### config.mk
export PLATFORM = sky130hd
export DESIGN_NAME = lsu_fault_pipe_flat
export DESIGN_NICKNAME = d
export VERILOG_FILES = /design/src/rtl/lsu_fault_pipe_pkg.sv /design/src/rtl/lsu_fault_pipe_if.sv /design/src/rtl/lsu_fault_stage.sv /design/src/rtl/lsu_fault_pipe.sv /design/src/flat_wrapper.sv
export SDC_FILE = /design/constraint.sdc
export NUM_CORES = 1
export LEC_CHECK = 0
export ABC_AREA = 1
export BUFFER_PORTS_ARGS = -buffer_cell sky130_fd_sc_hd__buf_4
export CAP_MARGIN = 20
export CORE_MARGIN = 5
export CORE_UTILIZATION = 30
export CTS_CLUSTER_SIZE = 10
export DETAILED_ROUTE_END_ITERATION = 10
export PLACE_DENSITY_LB_ADDON = 0.05
export SLEW_MARGIN = 0
export SYNTH_ARGS = -nofsm -noshare
export SYNTH_HDL_FRONTEND = slang
export SYNTH_SLANG_ARGS = --single-unit
### constraint.sdc
create_clock -name clk -period 6.2 [get_ports clk]
set_clock_uncertainty 0.15 [all_clocks]
set_input_delay 1.24 -clock clk [delete_from_list [all_inputs] [get_ports clk]]
set_output_delay 1.24 -clock clk [all_outputs]
set_load 0.02 [all_outputs]
### src/rtl/lsu_fault_pipe_pkg.sv
// Shared LSU fault-pipe types: the staged fault record, the capture-cause
// encodings and the capture FSM state type.
package lsu_fault_pipe_pkg;

  // The staged address field is a fixed 32 bits wide. Top-level ADDR_WIDTH
  // values up to 32 fit in it.
  localparam int LSU_ADDR_W = 32;

  typedef struct packed {
    logic                  fault;
    logic                  store;
    logic                  mis;
    logic [LSU_ADDR_W-1:0] addr;
  } lsu_fault_t;

  localparam logic [1:0] LSU_CAUSE_LD_ACC = 2'b00;
  localparam logic [1:0] LSU_CAUSE_LD_MIS = 2'b01;
  localparam logic [1:0] LSU_CAUSE_ST_ACC = 2'b10;
  localparam logic [1:0] LSU_CAUSE_ST_MIS = 2'b11;

  typedef enum logic {
    CAP_IDLE = 1'b0,
    CAP_HELD = 1'b1
  } cap_state_e;

  // Map a staged fault record to its two-bit {store, misaligned} cause code.
  function automatic logic [1:0] lsu_cause(input lsu_fault_t f);
    if (f.store) return f.mis ? LSU_CAUSE_ST_MIS : LSU_CAUSE_ST_ACC;
    else         return f.mis ? LSU_CAUSE_LD_MIS : LSU_CAUSE_LD_ACC;
  endfunction

endpackage

### src/rtl/lsu_fault_pipe_if.sv
// Bundle of the LSU fault-pipe control, dc1 packet, dc3 exception and
// error-capture signals. The master side drives dc1 and the controls.
// The slave side is the fault pipe itself.
interface lsu_fault_pipe_if #(
  parameter int ADDR_WIDTH    = 32,
  parameter int OVF_CNT_WIDTH = 4
);
  logic                     lsu_freeze_dc3;
  logic                     flush_dc2_dc3;
  logic                     valid_dc1;
  logic                     store_dc1;
  logic                     dma_dc1;
  logic [ADDR_WIDTH-1:0]    start_addr_dc1;
  logic                     access_fault_dc1;
  logic                     misaligned_fault_dc1;
  logic                     exc_valid_dc3;
  logic                     exc_store_dc3;
  logic                     exc_misaligned_dc3;
  logic [ADDR_WIDTH-1:0]    exc_addr_dc3;
  logic                     err_valid;
  logic [1:0]               err_cause;
  logic [ADDR_WIDTH-1:0]    err_addr;
  logic                     err_ack;
  logic [OVF_CNT_WIDTH-1:0] err_ovf_cnt;

  modport master (
    output lsu_freeze_dc3, flush_dc2_dc3, valid_dc1, store_dc1, dma_dc1,
           start_addr_dc1, access_fault_dc1, misaligned_fault_dc1, err_ack,
    input  exc_valid_dc3, exc_store_dc3, exc_misaligned_dc3, exc_addr_dc3,
           err_valid, err_cause, err_addr, err_ovf_cnt
  );

  modport slave (
    input  lsu_freeze_dc3, flush_dc2_dc3, valid_dc1, store_dc1, dma_dc1,
           start_addr_dc1, access_fault_dc1, misaligned_fault_dc1, err_ack,
    output exc_valid_dc3, exc_store_dc3, exc_misaligned_dc3, exc_addr_dc3,
           err_valid, err_cause, err_addr, err_ovf_cnt
  );
endinterface

### src/rtl/lsu_fault_stage.sv
// One pipeline register for a staged LSU fault record.
// The hold input keeps the current occupant in place.
// The clear input kills a held occupant by dropping its fault bit.
// When the stage advances, the incoming record replaces the occupant, so
// the occupant is discarded anyway. The caller masks the incoming fault bit
// when the record that is moving in has been killed.
module lsu_fault_stage
  import lsu_fault_pipe_pkg::*;
(
  input  logic       clk,
  input  logic       rst,
  input  logic       hold,
  input  logic       clear,
  input  lsu_fault_t d,
  output lsu_fault_t q
);

  // Advance, hold, or kill the held record.
  // NOTE: non-blocking (<=) so every register samples pre-edge values and
  // chained stages shift cleanly instead of racing through in one edge.
  always_ff @(posedge clk or posedge rst) begin
    if (rst) begin
      q <= '0;
    end else if (!hold) begin
      q <= d;
    end else if (clear) begin
      q.fault <= 1'b0;
    end
  end

endmodule

### src/rtl/lsu_fault_pipe.sv
// LSU fault pipe.
// It qualifies the dc1 address-check faults and stages them through dc2 and
// dc3 under freeze and flush control. It presents one precise exception per
// instruction at dc3. It also keeps a sticky first-error capture register
// with an ack handshake and a saturating lost-error counter.
module lsu_fault_pipe
  import lsu_fault_pipe_pkg::*;
#(
  parameter int ADDR_WIDTH    = 32,
  parameter int OVF_CNT_WIDTH = 4
) (
  input  logic             clk,
  input  logic             rst,
  lsu_fault_pipe_if.slave  bus
);

  lsu_fault_t dc1;
  lsu_fault_t dc2_q;
  lsu_fault_t dc3_d;
  lsu_fault_t dc3_q;
  logic       exc_fire;

  cap_state_e               state_q;
  logic                     err_valid_q;
  logic [1:0]               err_cause_q;
  logic [ADDR_WIDTH-1:0]    err_addr_q;
  logic [OVF_CNT_WIDTH-1:0] ovf_cnt_q;

  // Qualify dc1. DMA never faults here, and an access fault masks a
  // misaligned fault. A flushed dc2 record is killed as it moves into dc3.
  // NOTE: every field gets its value before any use, so no latch is inferred.
  always_comb begin
    dc1       = '0;
    dc1.fault = bus.valid_dc1 & ~bus.dma_dc1 &
                (bus.access_fault_dc1 | bus.misaligned_fault_dc1);
    dc1.store = bus.store_dc1;
    dc1.mis   = bus.misaligned_fault_dc1 & ~bus.access_fault_dc1;
    dc1.addr  = LSU_ADDR_W'(bus.start_addr_dc1);

    dc3_d       = dc2_q;
    dc3_d.fault = dc2_q.fault & ~bus.flush_dc2_dc3;
  end

  lsu_fault_stage u_dc2 (
    .clk   (clk),
    .rst   (rst),
    .hold  (bus.lsu_freeze_dc3),
    .clear (bus.flush_dc2_dc3),
    .d     (dc1),
    .q     (dc2_q)
  );

  lsu_fault_stage u_dc3 (
    .clk   (clk),
    .rst   (rst),
    .hold  (bus.lsu_freeze_dc3),
    .clear (bus.flush_dc2_dc3),
    .d     (dc3_d),
    .q     (dc3_q)
  );

  // The dc3 exception retires exactly once: on the edge it leaves dc3 unfrozen and unflushed.
  assign exc_fire = dc3_q.fault & ~bus.lsu_freeze_dc3 & ~bus.flush_dc2_dc3;

  // Capture FSM: keep the first error until it is acked, and count the errors lost meanwhile.
  always_ff @(posedge clk or posedge rst) begin
    if (rst) begin
      state_q     <= CAP_IDLE;
      err_valid_q <= 1'b0;
      err_cause_q <= '0;
      err_addr_q  <= '0;
      ovf_cnt_q   <= '0;
    end else begin
      unique case (state_q)
        CAP_IDLE: begin
          if (exc_fire) begin
            state_q     <= CAP_HELD;
            err_valid_q <= 1'b1;
            err_cause_q <= lsu_cause(dc3_q);
            err_addr_q  <= ADDR_WIDTH'(dc3_q.addr);
          end
        end
        CAP_HELD: begin
          if (exc_fire && bus.err_ack) begin
            err_cause_q <= lsu_cause(dc3_q);
            err_addr_q  <= ADDR_WIDTH'(dc3_q.addr);
          end else if (exc_fire) begin
            if (ovf_cnt_q != '1) ovf_cnt_q <= ovf_cnt_q + OVF_CNT_WIDTH'(1);
          end else if (bus.err_ack) begin
            state_q     <= CAP_IDLE;
            err_valid_q <= 1'b0;
          end
        end
        default: begin
          state_q     <= CAP_IDLE;
          err_valid_q <= 1'b0;
        end
      endcase
    end
  end

  assign bus.exc_valid_dc3      = dc3_q.fault;
  assign bus.exc_store_dc3      = dc3_q.store;
  assign bus.exc_misaligned_dc3 = dc3_q.mis;
  assign bus.exc_addr_dc3       = ADDR_WIDTH'(dc3_q.addr);
  assign bus.err_valid          = err_valid_q;
  assign bus.err_cause          = err_cause_q;
  assign bus.err_addr           = err_addr_q;
  assign bus.err_ovf_cnt        = ovf_cnt_q;

endmodule

### src/flat_wrapper.sv
// flat-port wrapper written by rule: the top's interface ports become plain ports
module lsu_fault_pipe_flat import lsu_fault_pipe_pkg::*;
#(
  parameter int ADDR_WIDTH    = 32,
  parameter int OVF_CNT_WIDTH = 4
)
  (clk, rst, bus_lsu_freeze_dc3, bus_flush_dc2_dc3, bus_valid_dc1, bus_store_dc1, bus_dma_dc1, bus_start_addr_dc1, bus_access_fault_dc1, bus_misaligned_fault_dc1, bus_err_ack, bus_exc_valid_dc3, bus_exc_store_dc3, bus_exc_misaligned_dc3, bus_exc_addr_dc3, bus_err_valid, bus_err_cause, bus_err_addr, bus_err_ovf_cnt);
  lsu_fault_pipe_if #(.ADDR_WIDTH(ADDR_WIDTH), .OVF_CNT_WIDTH(OVF_CNT_WIDTH)) bus_i ();
  input  logic clk;
  input  logic rst;
  input wire logic [$bits(bus_i.lsu_freeze_dc3)-1:0] bus_lsu_freeze_dc3;
  input wire logic [$bits(bus_i.flush_dc2_dc3)-1:0] bus_flush_dc2_dc3;
  input wire logic [$bits(bus_i.valid_dc1)-1:0] bus_valid_dc1;
  input wire logic [$bits(bus_i.store_dc1)-1:0] bus_store_dc1;
  input wire logic [$bits(bus_i.dma_dc1)-1:0] bus_dma_dc1;
  input wire logic [$bits(bus_i.start_addr_dc1)-1:0] bus_start_addr_dc1;
  input wire logic [$bits(bus_i.access_fault_dc1)-1:0] bus_access_fault_dc1;
  input wire logic [$bits(bus_i.misaligned_fault_dc1)-1:0] bus_misaligned_fault_dc1;
  input wire logic [$bits(bus_i.err_ack)-1:0] bus_err_ack;
  output wire logic [$bits(bus_i.exc_valid_dc3)-1:0] bus_exc_valid_dc3;
  output wire logic [$bits(bus_i.exc_store_dc3)-1:0] bus_exc_store_dc3;
  output wire logic [$bits(bus_i.exc_misaligned_dc3)-1:0] bus_exc_misaligned_dc3;
  output wire logic [$bits(bus_i.exc_addr_dc3)-1:0] bus_exc_addr_dc3;
  output wire logic [$bits(bus_i.err_valid)-1:0] bus_err_valid;
  output wire logic [$bits(bus_i.err_cause)-1:0] bus_err_cause;
  output wire logic [$bits(bus_i.err_addr)-1:0] bus_err_addr;
  output wire logic [$bits(bus_i.err_ovf_cnt)-1:0] bus_err_ovf_cnt;
  assign bus_i.lsu_freeze_dc3 = bus_lsu_freeze_dc3;
  assign bus_i.flush_dc2_dc3 = bus_flush_dc2_dc3;
  assign bus_i.valid_dc1 = bus_valid_dc1;
  assign bus_i.store_dc1 = bus_store_dc1;
  assign bus_i.dma_dc1 = bus_dma_dc1;
  assign bus_i.start_addr_dc1 = bus_start_addr_dc1;
  assign bus_i.access_fault_dc1 = bus_access_fault_dc1;
  assign bus_i.misaligned_fault_dc1 = bus_misaligned_fault_dc1;
  assign bus_i.err_ack = bus_err_ack;
  assign bus_exc_valid_dc3 = bus_i.exc_valid_dc3;
  assign bus_exc_store_dc3 = bus_i.exc_store_dc3;
  assign bus_exc_misaligned_dc3 = bus_i.exc_misaligned_dc3;
  assign bus_exc_addr_dc3 = bus_i.exc_addr_dc3;
  assign bus_err_valid = bus_i.err_valid;
  assign bus_err_cause = bus_i.err_cause;
  assign bus_err_addr = bus_i.err_addr;
  assign bus_err_ovf_cnt = bus_i.err_ovf_cnt;
  lsu_fault_pipe #(.ADDR_WIDTH(ADDR_WIDTH), .OVF_CNT_WIDTH(OVF_CNT_WIDTH)) u_core (.clk(clk), .rst(rst), .bus(bus_i));
endmodule
==> After elaboration in Yosys (flattened, before gate mapping) <==
Index checks and enable logic that the tools add are counted.
{ "word_totals": {"latchBits": 0, "output_inout_bits": 74, "word_cells": 60, "inputBits": 42, "register_bits": 110, "mem_count": 0, "mem_bits_rw": 0, "romBits": 0} }
{ "op_classes": {"n_shift": 0, "n_bitwise": 13, "n_reduce_logical": 4, "eq_ne": 7, "multipliers": 0, "n_div": 0, "addsub": 1, "n_lt_le_gt_ge": 0, "muxes": 22} }
{ "op_table": {"columns": ["operator", "n"], "rows": [
  ["32-bit two-way mux", 2],
  ["32-bit case mux with 2 select lines", 1],
  ["1-bit two-way mux", 13],
  ["2-bit != test (second input constant)", 4],
  ["4-bit AND reduction", 2],
  ["1-bit bitwise AND", 6],
  ["2-bit two-way mux", 3],
  ["1-bit inverter", 6],
  ["4-bit by 1-bit adder with 4-bit output (second input constant)", 1],
  ["2-bit by 1-bit != test with 1-bit output (second input constant)", 2],
  ["4-bit != test (second input constant)", 1],
  ["1-bit case mux with 2 select lines", 2],
  ["2-bit case mux with 2 select lines", 1],
  ["2-bit AND reduction", 1],
  ["1-bit logical AND", 1],
  ["1-bit OR", 1]
]} }

==> Depth between registers and ports, before layout <==
{ "depth": {"ltp_word": 6, "depth_mapped": 8, "mapped_depth_nobuf": 6} }

==> By module <==
A second synthesis with hierarchy kept.
{ "hier_totals": {"cells_unflattened": 496, "hier_area_um2": 4523.1} }
{ "modules_own_cells": {"columns": ["mod", "instances", "area_per_inst_um2", "cells_each"], "rows": [
  ["lsu_fault_stage", 2, 1391.3, 150],
  ["lsu_fault_pipe", 1, 1740.4, 196]
]} }

==> Worst setup path after synthesis <==
OpenSTA, ideal clock, no wires.
{ "synth_timing": {"path_type": "input-to-reg", "start": "in bus_lsu_freeze_dc3", "end": "reg u_core.err_addr_q[14] (netlist: u_core.bus.err_addr[14])", "path_stages": 8, "arrival_ps": 1978, "slack_ps": 3954, "required_time_ps": 5932, "cell_sequence": "buf_6 -> inv_4 -> nand2_4 -> nor2_8 -> nand2_4 -> buf_6 -> nand2_1 -> o21ai_2"} }
{ "synth_via": {"elab_chain_cells": 6, "elab_cells_between_ends": 7, "classes_between": "eq/ne (2); bitwise (3); reduce/logical (2)"} }
{ "synth_lines": {"columns": ["element", "line_no", "source"], "rows": [
  ["from (decl)", "flat_wrapper.sv:11", "input wire logic [$bits(bus_i.lsu_freeze_dc3)-1:0] bus_lsu_freeze_dc3;"],
  ["1-bit inverter *", "lsu_fault_pipe.sv:63", "assign exc_fire = dc3_q.fault & ~bus.lsu_freeze_dc3 & ~bus.flush_dc2_dc3;"],
  ["1-bit bitwise AND * (2 in a row)", "lsu_fault_pipe.sv:63", null],
  ["1-bit logical AND", "lsu_fault_pipe.sv:84", "if (exc_fire && bus.err_ack) begin"],
  ["2-bit != test (no line)", null, null],
  ["2-bit AND reduction (no line) *", null, null],
  ["to (signal assigned)", "lsu_fault_pipe.sv:80", "err_addr_q <= ADDR_WIDTH'(dc3_q.addr);"],
  ["to (signal assigned)", "lsu_fault_pipe.sv:86", "err_addr_q <= ADDR_WIDTH'(dc3_q.addr);"],
  ["to (decl)", "lsu_fault_pipe.sv:26", "logic [ADDR_WIDTH-1:0] err_addr_q;"]
]} }
Every way passes the cells marked *; elsewhere a longest branch is shown, timed or not.
A chain may end at the register's enable or synchronous reset.

==> Worst setup path in the final report <==
{ "layout_timing": {"start": "in bus_lsu_freeze_dc3", "end": "reg u_core.err_addr_q[15] (netlist: u_core.bus.err_addr[15])"} }
Same word-level chain as after synthesis.

==> results.ini <==
[sta]
setup_viol = 0
fin_ws_ns = 2.908
finalHoldViolCount = 0
maxSlewHeadroom = 0.4737
tightest_slew_ns = 0.7894
finalCritPeriodShare = 0.5310
post-route-min-period_ns = 3.292
whs_ns = 0.3169
drv_slew = 0
rsz0062_at_grt = false
fin_setup_tns_ns = 0
clock.fmax_mhz = 303.7

[synth]
netlist_instances = 456
yosysSeqAreaShare = 0.6386
syn_nets = 499
synth_warnings = 0
avgSynthCellArea_um2 = 9.453
synth_top_area_cell = dfrtp_1
ys_ff_latch = 110
synthDistinctLibCells = 19
synthTopCellsByArea = dfrtp_1 (64%), nand2_1 (16%), o21ai_0 (5.7%)
syn_area_um2 = 4310
synth_top_area_share = 0.6386

[cells_and_area]
nets = 603
utilization = 0.3986
final_cells = 745
nFillCells = 1480
drive_gt1_frac = 0.2566
final_cell_mix = nand2_1 (182), buf_4 (117), dfrtp_1 (110)
final_area_um2 = 5575
n_antenna_cell = 0
syn_to_final_growth_pct = 29.35
final_common_cell = nand2_1

[cts]
path_clk_slew_ns = 0.07
hold_buffers = 0
post_cts_resized = 0
cts.path.max_buffers = 2
clkSinkCount = 110
cts_max_level = 3
clock_latency_ns = 0.35
cts-root-buf = clkbuf_16
cts_made_buffers = 9
cts_tree = built
cts_setup_buffers = 0

[critical_path]
end_kind = flip-flop
cp.arrival_ns = 3.36
path_class = in2reg
worstPathRequired_ns = 6.27
startpoint_type = input port
worstPathMaxFanout = 78

[power_and_ir_drop]
finalPower_mw = 1.756
p_sw_mw = 0.4913
swShare = 0.2798
p_int_mw = 1.265
p_leak_nw = 2.986
clockPowerShare = 0.335
vdd_drop_max_uv = 181.5
sequentialPowerShare = 0.486
p_comb_frac = 0.179
powerDensity_nw_per_um2 = 315.0

[placed_design]
hpwlAfterDp_um = 7074
portBuffers = 115
dpl_cell_area_um2 = 5273
dp_cells = 729
routabilityCongestion = 0.6835
dp_slack_ns = 2.474

[global_route]
overflow = 0
grt_pass1_vias = 3225
grt_max_degree = 79
grt_pass1_wl_um = 17520
antenna_found_initial = 0
grt_usage = 0.1333

[floorplan]
row_count = 43
io_pins = 116
start_util = 0.3081
core-area_um2 = 13990
dieArea_um2 = 16860
die_x_um = 129.9
chipHeight_um = 129.9

[status]
outcome = completed

[detailed_routing]
viasPerCell = 4.345
wl_per_cell_um = 14.21
dr.first_iter.drc_count = 160
first_pass_iters = 6
vias = 3237
final_antenna_net_count = 0
drt_wl_total_um = 10590
drc_errors = 0

[run]
cap_violations = 0

[worst_hold_path]
min_path_type = reg2reg

==> power groups by stage <==
stage	clock network, mW	registers [mW]	logic [mW]
3_3_place_gp	0	0.867	0.319
6_report	0.589	0.854	0.314
5_1_grt	0.642	0.865	0.349
2_1_floorplan	0	0.933	0.0956
4_1_cts	0.614	0.855	0.322
3_5_place_dp	0	0.868	0.322
==> critical path, stage by stage <==
cell and delay, ns:
buf_4 0.30, inv_4 0.58, nand2_4 0.12, nor2_8 0.39
nand2_4 0.42, nand2_1 0.18, o21ai_2 0.06
==> cells by family (layout without fill, tap and decap cells) <==
logic type,after synthesis,in the layout,share of synthesized area
buffers and inverters,60,169,0.06531
AOI/OAI and AO/OA,60,60,0.07838
DFF,110,110,0.6386
xor gates and xnor gates,1,1,0.002032
adders and majority gates,1,1,0.002902
and+or+nand+nor,224,224,0.2128
==> state kept, by name (all words and copies together) (netlist names) <==
name	cells
u_core.u_dc3.q	35
u_core.bus.err_ovf_cnt	4
u_core.u_dc2.q	35
u_core.bus.err_cause	2
u_core.bus.err_addr	32
u_core.bus.err_valid	1
u_core.state_q	1
==> layout make-up <==
cell class              instances  area [um^2]  share of cell area
inverters                      36        140.1             0.02513
well taps                     180        225.2             0.04039
repair buffers                117        878.3              0.1575
multi-input cells             286         1276              0.2289
clock inverters                 3        42.54            0.007630
clock buffers                  13        260.3             0.04668
flip-flops and latches        110         2753              0.4937
==> Yosys cell counts <==
master    instances
nor2_8            1
clkbuf_1         10
inv_4             1
ha_1              1
nand4_1           1
dfrtp_1         110
nand2_4           2
o21ai_2           9
xor2_1            1
o22ai_1           1
o21ai_0          49
nand3_1          34
nand2_1         182
o211ai_1          1
nor2_1            4
buf_2             7
buf_4             2
buf_6             5
inv_1            35
==> routing by layer <==
layer	global-route usage	share of wire	vias to the layer above
met4	0.03667	0.014	0
met3	0.04789	0.071	9
met1	0.1816	0.46	1517
met2	0.2020	0.46	79
li1	-	-	1632
met5	0	0	-
==> worst paths after layout <==
check | from | end | slack, ns | depth (start not counted)
max | bus_lsu_freeze_dc3 | u_core.bus.err_addr[15] | 2.91 | 7
min | u_core.u_dc2.q[22] | u_core.u_dc3.q[22] | 0.32 | 2
max reg2reg | u_core.u_dc3.q[34] | u_core.bus.err_addr[15] | 4.34 | 5
min reg2reg | u_core.u_dc2.q[22] | u_core.u_dc3.q[22] | 0.32 | 2
max in group asynchronous | rst | u_core.u_dc2.q[24] | 3.86 | 3
min in group asynchronous | rst | u_core.bus.err_addr[18] | 0.91 | 2
Note: power is estimated with default switching activity, not from simulation.
